`config.mk`:
```
export PLATFORM = sky130hd
export DESIGN_NAME = df_tap_scheduler
export DESIGN_NICKNAME = d
export VERILOG_FILES = /design/src/rtl/df_tap_scheduler_pkg.sv /design/src/rtl/df_tap_line.sv /design/src/rtl/df_tap_scheduler.sv
export SDC_FILE = /design/constraint.sdc
export NUM_CORES = 1
export LEC_CHECK = 0
export ABC_AREA = 1
export CAP_MARGIN = 20
export CORE_AREA = 3 3 71 87
export DETAILED_ROUTE_END_ITERATION = 8
export DIE_AREA = 0 0 74 90
export HOLD_SLACK_MARGIN = 0.08
export PLACE_DENSITY = 0.74
export SLEW_MARGIN = 30
export SYNTH_ARGS = -nofsm -noshare
export SYNTH_HDL_FRONTEND = slang
export SYNTH_SLANG_ARGS = --single-unit
```
`constraint.sdc`:
```
create_clock -name clk -period 1.6 [get_ports clk]
set_input_delay 0.16 -clock clk [delete_from_list [all_inputs] [get_ports clk]]
set_output_delay 0.16 -clock clk [all_outputs]
set_load 0.03 [all_outputs]
```
`src/rtl/df_tap_scheduler_pkg.sv`:
```
// Shared definitions for the tap scheduler: default sizing and FSM state encoding.
package df_tap_scheduler_pkg;

    localparam int NTAPS_DEFAULT = 4;
    localparam int DW_DEFAULT    = 8;

    typedef enum logic [1:0] {
        ST_IDLE = 2'd0,
        ST_MAC  = 2'd1,
        ST_DONE = 2'd2
    } state_e;

endpackage

```
`src/rtl/df_tap_line.sv`:
```
// Sample delay line: shifts a new sample in on enable, clears on flush,
// and offers one tap through an indexed combinational read port.
module df_tap_line
    import df_tap_scheduler_pkg::*;
#(
    parameter int NTAPS = NTAPS_DEFAULT,
    parameter int DW    = DW_DEFAULT,
    localparam int IW   = $clog2(NTAPS)
) (
    input  logic          clk,
    input  logic          rst_n,
    input  logic          flush,
    input  logic          shift_en,
    input  logic [DW-1:0] din,
    input  logic [IW-1:0] rd_idx,
    output logic [DW-1:0] rd_data
);

    logic [DW-1:0] tap_q [NTAPS];
    logic [DW-1:0] tap_d [NTAPS];

    // Next-state of the delay line: flush wins over a shift.
    always_comb begin
        for (int k = 0; k < NTAPS; k++) begin
            tap_d[k] = tap_q[k];
        end
        if (flush) begin
            for (int k = 0; k < NTAPS; k++) begin
                tap_d[k] = '0;
            end
        end else if (shift_en) begin
            tap_d[0] = din;
            for (int k = 1; k < NTAPS; k++) begin
                tap_d[k] = tap_q[k-1];
            end
        end
    end

    // Tap storage with asynchronous clear.
    always_ff @(posedge clk or negedge rst_n) begin
        if (!rst_n) begin
            for (int k = 0; k < NTAPS; k++) begin
                tap_q[k] <= '0;
            end
        end else begin
            for (int k = 0; k < NTAPS; k++) begin
                tap_q[k] <= tap_d[k];
            end
        end
    end

    assign rd_data = tap_q[rd_idx];

endmodule

```
`src/rtl/df_tap_scheduler.sv`:
```
// FIR tap scheduler: time-multiplexes one external coefficient multiplier
// over NTAPS taps, one tap per cycle, and accumulates the products.
//
// Handshakes: a transfer happens on a rising edge where valid && ready are
// both high; valid never depends on ready. in_ready is combinational from
// out_ready only in DONE, so a result can be released and the next sample
// taken on the same edge.
module df_tap_scheduler
    import df_tap_scheduler_pkg::*;
#(
    parameter int NTAPS = NTAPS_DEFAULT,
    parameter int DW    = DW_DEFAULT,
    parameter int ACCW  = DW + $clog2(NTAPS),
    localparam int IW   = $clog2(NTAPS)
) (
    input  logic            clk,
    input  logic            rst_n,
    input  logic            flush,
    input  logic            in_valid,
    output logic            in_ready,
    input  logic [DW-1:0]   in_data,
    output logic [DW-1:0]   mul_data,
    output logic [IW-1:0]   mul_sel,
    input  logic [DW-1:0]   mul_prod,
    output logic            out_valid,
    input  logic            out_ready,
    output logic [ACCW-1:0] out_data,
    output logic            busy,
    output logic [1:0]      dbg_state
);

    state_e          state_q, state_d;
    logic [ACCW-1:0] acc_q, acc_d;
    logic [IW-1:0]   idx_q, idx_d;
    logic            tap_shift;
    logic [DW-1:0]   tap_rd;
    logic            in_hs;
    logic            out_hs;

    df_tap_line #(
        .NTAPS (NTAPS),
        .DW    (DW)
    ) u_tap_line (
        .clk      (clk),
        .rst_n    (rst_n),
        .flush    (flush),
        .shift_en (tap_shift),
        .din      (in_data),
        .rd_idx   (idx_q),
        .rd_data  (tap_rd)
    );

    assign in_ready  = (state_q == ST_IDLE) || ((state_q == ST_DONE) && out_ready);
    assign in_hs     = in_valid && in_ready;
    assign out_valid = (state_q == ST_DONE);
    assign out_hs    = out_valid && out_ready;
    assign busy      = (state_q == ST_MAC);
    assign out_data  = acc_q;
    assign mul_sel   = busy ? idx_q  : '0;
    assign mul_data  = busy ? tap_rd : '0;
    assign dbg_state = state_q;

    // Scheduler next-state: accept, step through taps, then hold the result.
    always_comb begin
        state_d   = state_q;
        acc_d     = acc_q;
        idx_d     = idx_q;
        tap_shift = 1'b0;
        if (flush) begin
            state_d = ST_IDLE;
            acc_d   = '0;
            idx_d   = '0;
        end else begin
            case (state_q)
                ST_IDLE: begin
                    if (in_hs) begin
                        tap_shift = 1'b1;
                        acc_d     = '0;
                        idx_d     = '0;
                        state_d   = ST_MAC;
                    end
                end
                ST_MAC: begin
                    acc_d = acc_q + ACCW'(mul_prod);
                    idx_d = idx_q + IW'(1);
                    if (idx_q == IW'(NTAPS - 1)) begin
                        state_d = ST_DONE;
                    end
                end
                ST_DONE: begin
                    // in_hs in DONE implies out_hs, giving back-to-back flow.
                    if (in_hs) begin
                        tap_shift = 1'b1;
                        acc_d     = '0;
                        idx_d     = '0;
                        state_d   = ST_MAC;
                    end else if (out_hs) begin
                        state_d = ST_IDLE;
                    end
                end
                default: begin
                    state_d = ST_IDLE;
                end
            endcase
        end
    end

    // State, accumulator and tap index registers.
    always_ff @(posedge clk or negedge rst_n) begin
        if (!rst_n) begin
            state_q <= ST_IDLE;
            acc_q   <= '0;
            idx_q   <= '0;
        end else begin
            state_q <= state_d;
            acc_q   <= acc_d;
            idx_q   <= idx_d;
        end
    end

endmodule
```
==> impl.org, run 1 <==
** Finish
- Leading cell types in the layout, fill and taps excluded :: sky130_fd_sc_hd__dfrtp_1 (43), sky130_fd_sc_hd__nand2_1 (42), sky130_fd_sc_hd__inv_1 (38)
- Most common cell after layout, fill and taps aside :: sky130_fd_sc_hd__dfrtp_1
- Number of nets in the final layout :: 397
- With fillers left out, the area of the finished cells amounts to between 0.003 and 0.004 mm^2.
- 0 antenna diodes ended up in the layout.
- Fill cell count :: 441
- Fraction of layout instances using a drive strength above 1 :: 24.8%
- From synthesis to final layout, the design area changed by 36.6%.

** Routing
- Average wire length per cell after detail routing :: 14.7 um
- Average via count per standard cell :: 5.29
- Via count :: 2,271
- The first TritonRoute pass finished after 4 iterations.
- In the routed design, unresolved DRC markers number 0.
- Wires add up to 6300 um.
- The detail route stage leaves a number of antenna-violating nets equal to 0.
- The first routing iteration left ~120 violations.

** CTS
- Number of H-tree levels :: 2
- Number of buffers created by CTS :: 5
- Clock latency on the worst-skew pair, taken at its later pin, is roughly 0.3 ns.
- CTS Buffer Depth :: 2
- The tree is rooted in a sky130_fd_sc_hd__clkbuf_8.
- The tree built by TritonCTS fans out to 46 sinks.
- After clock tree synthesis, the clock-pin slew on the worst setup and hold paths is roughly 0.09 ns.
- CTS tree :: built

** Synth
- Biggest area consumer among synthesized cells :: sky130_fd_sc_hd__dfrtp_1
- Synthesized cell area :: 0.00251 mm^2
- Share of Yosys cell area claimed by the top area cell type :: 45.8%
- In the synthesized netlist the dominant register cell turns out to be sky130_fd_sc_hd__dfrtp_1.
- Post-synthesis net count :: 329
- Post-synth EDFFs :: 0
- Leading post-synthesis cells by cell area :: sky130_fd_sc_hd__dfrtp_1 (46%), sky130_fd_sc_hd__nand2_1 (6.7%), sky130_fd_sc_hd__inv_1 (6.0%)
- Yosys synthesis warning count :: 0
- Proportion of register bits with asynchronous set or reset after synthesis :: 100%
- The average instance in the mapped netlist occupies between 8 and 9 um^2.
- Seq/Total Area, Yosys :: 45.8%
- Counting flops and latches in the post-synthesis netlist gives 46.
- Synthesized instance count :: 298
- Counting distinct cell types in the post-synthesis netlist gives 34.

** Timing
- In this run the tightest slew margin relative to its limit is between 60% and 70%.
- Setup violations remaining at the end of the flow were counted as 4.
- The routed design could run at a clock period as short as around 1.6 ns.
- Ratio of final minimum period to clock period :: 102%
- Setup ws final :: -0.0360 ns
- Final count of pins violating max slew :: 0
- Setup repair after global routing could not meet its margin everywhere.
- Total Negative Setup Slacks :: -0.102 ns
- Number of hold violations in the final report :: 0
- Static timing analysis puts the maximum clock frequency at 611 MHz.
- For the pin with the worst max-slew slack, the measured transition is 0.496 ns.
- Across the routed clock network, the largest skew measured is 0.00845 ns.

** Floorplanning
- The die is 90 um tall.
- In this run the core area contains 29 standard-cell rows.
- The total area inside the core boundary comes to 0.00533 mm^2.
- The die is 74 um wide.
- For this design the top-level I/O count stands at 46.
- For this configuration, the core starts out at a cell density of 47.1%.
- The die covers between 0.006 and 0.007 mm^2.

** Global routing
- Global routing used 19.6% of the available tracks across all layers.
- First-pass GRT wire length :: 10,500 um
- The total overflow left after global routing is 0.
- Number of antenna violations at the first check in global routing :: 0
- Number of global-route vias before repair :: around 2,300
- Largest net degree at the start of global routing :: 28

** Critical path
- CP endpoint kind :: output port
- In this run the worst path has a maximum fanout of 10.
- STA classifies the critical path startpoint as a flip-flop.
- The setup path with the least slack is of type flip-flop to output port.
- Endpoint of the most critical register-to-register path :: out_data[4]
- Reg-to-reg critical path startpoint :: out_data[0]
- Data arrival time at the worst-slack endpoint :: 1.48 ns
- The worst register-to-register path has a depth of 7.
- Setup slack on the worst reg-to-reg path comes out at 0.02 ns.
- For the worst setup path, the data required time is between 1 and 1.5 ns.

** Placement
- Post-Place Setup Slack :: -0.246 ns
- Detailed-placement wirelength estimate :: 4380 um
- The congestion estimate from routability-driven global placement came to 0.869.
- Port Buffers :: 45
- Placed inst area :: 0.00310 mm^2

** Power
- Switching power of the nets :: 1.35 mW
- Internal Power :: 2.33 mW
- Reported leakage power :: 1.64 nW
- Maximum vdd drop :: around 0.50 mV
- Clk pwr share :: 24.2%
- In this run the power density over the cells is 1070 mW/mm^2.
- The share of total power dissipated in combinational logic is 40.3%.
- Net switching is 36.7% of the power.
- Sequential fraction of design power :: around 36%

** Worst hold path
- Class of the tightest hold or removal check :: primary input to async pin

** Outcome
- The run finished, with violations left.
- The checks that failed: negative setup slack.

** Job
- Number of max-cap violations :: 0
-- worst max-delay path, stage by stage (launching register included) --
cell and delay [ns]:
sky130_fd_sc_hd__dfrtp_1 0.39, sky130_fd_sc_hd__clkinv_2 0.09, sky130_fd_sc_hd__buf_6 0.15, sky130_fd_sc_hd__a21oi_2 0.12, sky130_fd_sc_hd__o21ai_1 0.07, sky130_fd_sc_hd__a21oi_1 0.15, sky130_fd_sc_hd__buf_4 0.18
-- sequential cells by signal, summed over array words and instances (netlist names) --
signal / count
u_tap_line.tap_q: 32
out_data: 10
dbg_state: 2
idx_q: 2
-- timing repair --
action,in CTS,in global routing
setup buffers,4,2
endpoints found under the hold margin,19,0
hold buffers,1,0
endpoints found under the setup margin,13,15
pin swaps,7,5
resized for setup,24,33
-- logic make-up after synthesis --
group           count (synthesis)  synth area share [%]
buf+inv                        56                  10.5
simple gates                   93                  18.1
flops                          46                  45.8
xor+xnor                        3                  1.05
fa+ha+maj                      10                  5.28
compound gates                 90                  19.3
-- stage by stage --
step	total power, mW	hold WS [ns]	instances	util, %
floorplan	2.11	-0.136	298	-
global placement	2.56	0.151	414	58.2
detailed placement	2.58	0.154	414	58.2
CTS	3.58	0.371	427	61.6
global route	3.88	0.379	429	64.3
finish	3.68	0.350	429	64.3
-- layout make-up --
| type | instances | area, um^2 | area share (%) |
|---|---|---|---|
| flip-flops and latches | 46 | 1150 | 33.7 |
| repair buffers | 72 | 656 | 19.1 |
| clock buffers | 5 | 68.8 | 2.01 |
| well taps | 62 | 77.6 | 2.26 |
| multi-input cells | 196 | 1250 | 36.4 |
| clock inverters | 3 | 43.8 | 1.28 |
| inverters | 45 | 180 | 5.25 |
-- worst max path at each step --
stage,start,end,cells after the start
finish,idx_q[0],mul_data[1],6
global route,idx_q[0],mul_data[6],6
CTS,idx_q[0],mul_data[3],6
detailed placement,mul_prod[0],out_data[8],10
global placement,mul_prod[0],out_data[8],10
floorplan,dbg_state[0],mul_data[0],3
-- Yosys cell counts, types with 2 or more instances --
library cell and n:
sky130_fd_sc_hd__buf_6 3, sky130_fd_sc_hd__nand3b_1 2, sky130_fd_sc_hd__nor2_1 12, sky130_fd_sc_hd__buf_4 2, sky130_fd_sc_hd__buf_2 3, sky130_fd_sc_hd__o21ai_0 29, sky130_fd_sc_hd__nand2_4 3, sky130_fd_sc_hd__a21oi_1 29
sky130_fd_sc_hd__o22ai_1 17, sky130_fd_sc_hd__dfrtp_1 46, sky130_fd_sc_hd__inv_1 40, sky130_fd_sc_hd__nand3_1 25, sky130_fd_sc_hd__ha_1 9, sky130_fd_sc_hd__clkinv_1 2, sky130_fd_sc_hd__o21ai_1 11, sky130_fd_sc_hd__nand2_1 45
sky130_fd_sc_hd__clkbuf_1 2, sky130_fd_sc_hd__xnor2_1 2
-- power by group through the flow --
stage	combinational (mW)	clock, mW	sequential [mW]
2_1_floorplan	0.736	0	1.37
3_3_place_gp	1.25	0	1.31
3_5_place_dp	1.26	0	1.31
4_1_cts	1.37	0.904	1.30
5_1_grt	1.61	0.953	1.32
6_report	1.48	0.892	1.31
-- routing by layer --
| metal | GRT usage [%] | share of wire [%] |
|---|---|---|
| met1 | 26.6 | 44 |
| met2 | 31.0 | 51 |
| met3 | 4.02 | 3.7 |
| met4 | 6.50 | 1.1 |
| met5 | 0 | 0 |
Note: power is estimated with default switching activity, not from simulation.
==> run 2, diff against run 1 <==
--- a/config.mk
+++ b/config.mk
@@ -12,7 +12,6 @@
 export DIE_AREA = 0 0 74 90
 export HOLD_SLACK_MARGIN = 0.08
 export PLACE_DENSITY = 0.74
-export SLEW_MARGIN = 30
 export SYNTH_ARGS = -nofsm -noshare
 export SYNTH_HDL_FRONTEND = slang
 export SYNTH_SLANG_ARGS = --single-unit
==> results of run 2 <==
The final DEF is identical to that of run 1; final timing and power are the same.
==> run 3, diff against run 2 <==
--- a/config.mk
+++ b/config.mk
@@ -12,6 +12,7 @@
 export DIE_AREA = 0 0 74 90
 export HOLD_SLACK_MARGIN = 0.08
 export PLACE_DENSITY = 0.74
+export SETUP_SLACK_MARGIN = 0.1
 export SYNTH_ARGS = -nofsm -noshare
 export SYNTH_HDL_FRONTEND = slang
 export SYNTH_SLANG_ARGS = --single-unit
==> run 3 against run 2 <==
The run still ends with negative setup slack left; flip-flop and latch count did not move; hold slack improved by 0.011 ns; critical endpoint unchanged; combinational power rose by 12%; first-iteration DRC count rose by 130%; maximum frequency fell by 2.5%; register-to-register slack improved by 0.07 ns; clock power fell by 20%.
==> impl.org, run 3 (synthesis gave the netlist of run 1 again) <==
** Outcome
- The run finished, with violations left.
- Violated checks :: negative setup slack

** CTS
- Number of buffers created by CTS :: 5
- The clock passes through at most 2 buffers.
- TritonCTS built the clock tree.
- In this run the number of H-tree levels came out at 2.
- For the worst-skew pair, the clock arrives at the later sink with an insertion delay of around 0.3 ns.
- Num Clock Sinks :: 46
- Clock transition at path regs :: 0.09 ns
- The tree is rooted in a sky130_fd_sc_hd__clkbuf_8.

** Floorplanning
- Area of the core :: 0.00533 mm^2
- The die covers 0.00666 mm^2.
- Die extent in y :: roughly 90 um
- For this design the top-level I/O count stands at 46.
- The initial utilization of the core area, before any placement, comes to 47.1%.
- DIE WIDTH :: 74 um
- After floorplanning, the core was divided into 29 placement rows.

** Critical path
- The critical path is of the flip-flop to output port type.
- STA puts the critical path data required time at 1.44 ns.
- The worst setup path is captured at an output port.
- Data arrival time at the worst-slack endpoint :: 1.52 ns
- Along the worst path, the maximum fanout reaches 4.
- Kind of start point of the critical path :: flip-flop

** Timing
- Worst setup skew after layout :: 0.00470 ns
- After layout, the worst setup slack is -0.0778 ns.
- Total Negative Setup Slacks :: -0.296 ns
- Final count of pins violating max slew :: 0
- Minimum period implied by the final worst setup slack :: 1.68 ns
- Upper clock frequency limit :: just under 600 MHz
- Setup-failing EPs final :: 8
- Setup repair after global routing could not meet its margin everywhere.
- The number of failing hold endpoints at the final stage was 0.
- Worst-margin pin slew :: 0.520 ns
- Final hold slack :: 0.361 ns
- Measured against its own limit, the worst slew margin works out to 65.3%.
- Ratio of final minimum period to clock period :: 105%

** Finish
- Fill cell count :: 422
- The finished layout holds about 440 standard cells, fillers aside.
- Number of flip-flops in the largest register :: 32
- The net count of the finished layout is 404.
- Fraction of layout instances using a drive strength above 1 :: 28.6%
- The library cells used most frequently in the layout, excluding fill and tap cells, are sky130_fd_sc_hd__nand2_1 (40), sky130_fd_sc_hd__inv_1 (38), sky130_fd_sc_hd__dfrtp_1 (38).
- Most common cell after layout, fill and taps aside :: sky130_fd_sc_hd__nand2_1
- 0 antenna diodes ended up in the layout.
- Largest Register :: u_tap_line.tap_q
- From synthesis to final layout, the design area changed by 40.5%.

** Power
- Cell internal power was estimated by the tool at around 2.3 mW.
- In this run the static leakage power is 1.63 nW.
- Maximum vdd drop :: 0.512 mV
- Total power of the final layout :: 3.69 mW
- In this run switching power makes up 38.5% of total power.
- Clk pwr share :: 19.2%
- PwrDens :: 1050 mW/mm^2
- Switching power of the nets :: 1.42 mW
- The share of total power dissipated in sequential elements is 35.7%.
- Logic pwr share :: 45.0%

** Worst hold path
- Class of the tightest hold or removal check :: primary input to async pin

** Routing
- Final routed DRC violation total :: 0
- Via count :: 2,430
- Average wire length per cell after detail routing :: around 16 um
- Once detail routing completed, the nets flagged for antenna violations numbered 0.
- Average via count per standard cell :: 5.57
- Detailed-routing iteration count for the pre-antenna-repair pass :: 4
- Wire length after detailed routing :: 7020 um
- DRC violation total after the first TritonRoute iteration :: between 200 and 300

** Global routing
- Number of global-route vias before repair :: 2,262
- Largest net degree at the start of global routing :: 27
- Across every metal layer, demand over resource in global routing totals 20.1%.
- Number of antenna violations at the first check in global routing :: 0
- Grt ovf :: 0
- The first global-routing pass estimated 10,600 um of wire.

** Placement
- Port Buffers :: 45
- Post-Place Setup Slack :: -0.241 ns
- Post-Place Cells :: 419
- At the end of routability-driven placement, the weighted congestion stood at 0.905.
- Detailed-placement wirelength estimate :: ~4400 um

** Job
- Max-cap violations in this run came to 0.
run 3: cell count changes in the layout (fill, tap and decap cells not counted), moves of 3 or more:
cell / previous run / this run
sky130_fd_sc_hd__dlygate4sd2_1: 4 / 12
sky130_fd_sc_hd__dfrtp_1: 43 / 38
sky130_fd_sc_hd__dfrtp_2: 3 / 8
sky130_fd_sc_hd__dlymetal6s2s_1: 5 / 0
sky130_fd_sc_hd__clkdlybuf4s50_1: 23 / 19
sky130_fd_sc_hd__buf_12: 1 / 4
run 3: path summary, 6_finish.rpt:
path                                          start                   end  slack (ns)  cells after the start
min in group clk                         in_data[6]  u_tap_line.tap_q[30]        0.42                      3
worst max-delay path                       idx_q[0]           mul_data[1]       -0.08                      6
worst min-delay path                          rst_n              idx_q[1]        0.36                      2
worst min register to register  u_tap_line.tap_q[4]   u_tap_line.tap_q[4]        0.53                      2
max in group asynchronous                     rst_n  u_tap_line.tap_q[29]        0.73                      3
worst max register to register          out_data[0]           out_data[6]        0.09                      9
run 3: cell type report:
| type | count | area [um^2] | area share [%] |
|---|---|---|---|
| inverter | 45 | 179 | 5.07 |
| clock buffer | 7 | 76.3 | 2.16 |
| clock inverter | 1 | 7.51 | 0.213 |
| sequential | 46 | 1160 | 32.9 |
| multi-input combinational | 196 | 1290 | 36.5 |
| timing repair buffer | 79 | 738 | 20.9 |
| tap | 62 | 77.6 | 2.20 |
run 3: stage by stage:
| stage | area, um^2 | utilization [%] |
|---|---|---|
| 6_report | 3530 | 66.2 |
| 4_1_cts | 3340 | 62.5 |
| 2_1_floorplan | 2550 | - |
| 5_1_grt | 3530 | 66.2 |
| 3_3_place_gp | 3200 | 59.9 |
| 3_5_place_dp | 3200 | 59.9 |
run 3: repair_timing:
item	4_1_cts	5_1_grt
gates cloned	0	4
hold buffers	1	0
pin swaps	2	9
setup endpoints to repair	29	19
gates resized for setup	34	36
setup buffers	3	1
hold endpoints to repair	20	0
run 3: power groups by stage:
stage / sequential (mW) / combinational, mW / clock (mW)
global route: 1.33 / 1.79 / 0.763
floorplan: 1.37 / 0.740 / 0
detailed placement: 1.32 / 1.35 / 0
global placement: 1.32 / 1.33 / 0
CTS: 1.30 / 1.39 / 0.715
finish: 1.32 / 1.66 / 0.711
run 3: critical path: stages, from the launching register on:
cell,delay (ns)
sky130_fd_sc_hd__dfrtp_2,0.43
sky130_fd_sc_hd__inv_4,0.08
sky130_fd_sc_hd__clkbuf_16,0.15
sky130_fd_sc_hd__a21oi_1,0.14
sky130_fd_sc_hd__o21ai_0,0.10
sky130_fd_sc_hd__a21oi_1,0.14
sky130_fd_sc_hd__buf_4,0.18
run 3: layer usage:
metal	global-route usage, %	share of wire, %	vias up
met5	0	0	-
met4	6.80	1.6	0
met3	3.68	6.6	11
met2	30.5	49	92
met1	28.6	43	1175
li1	-	-	1152
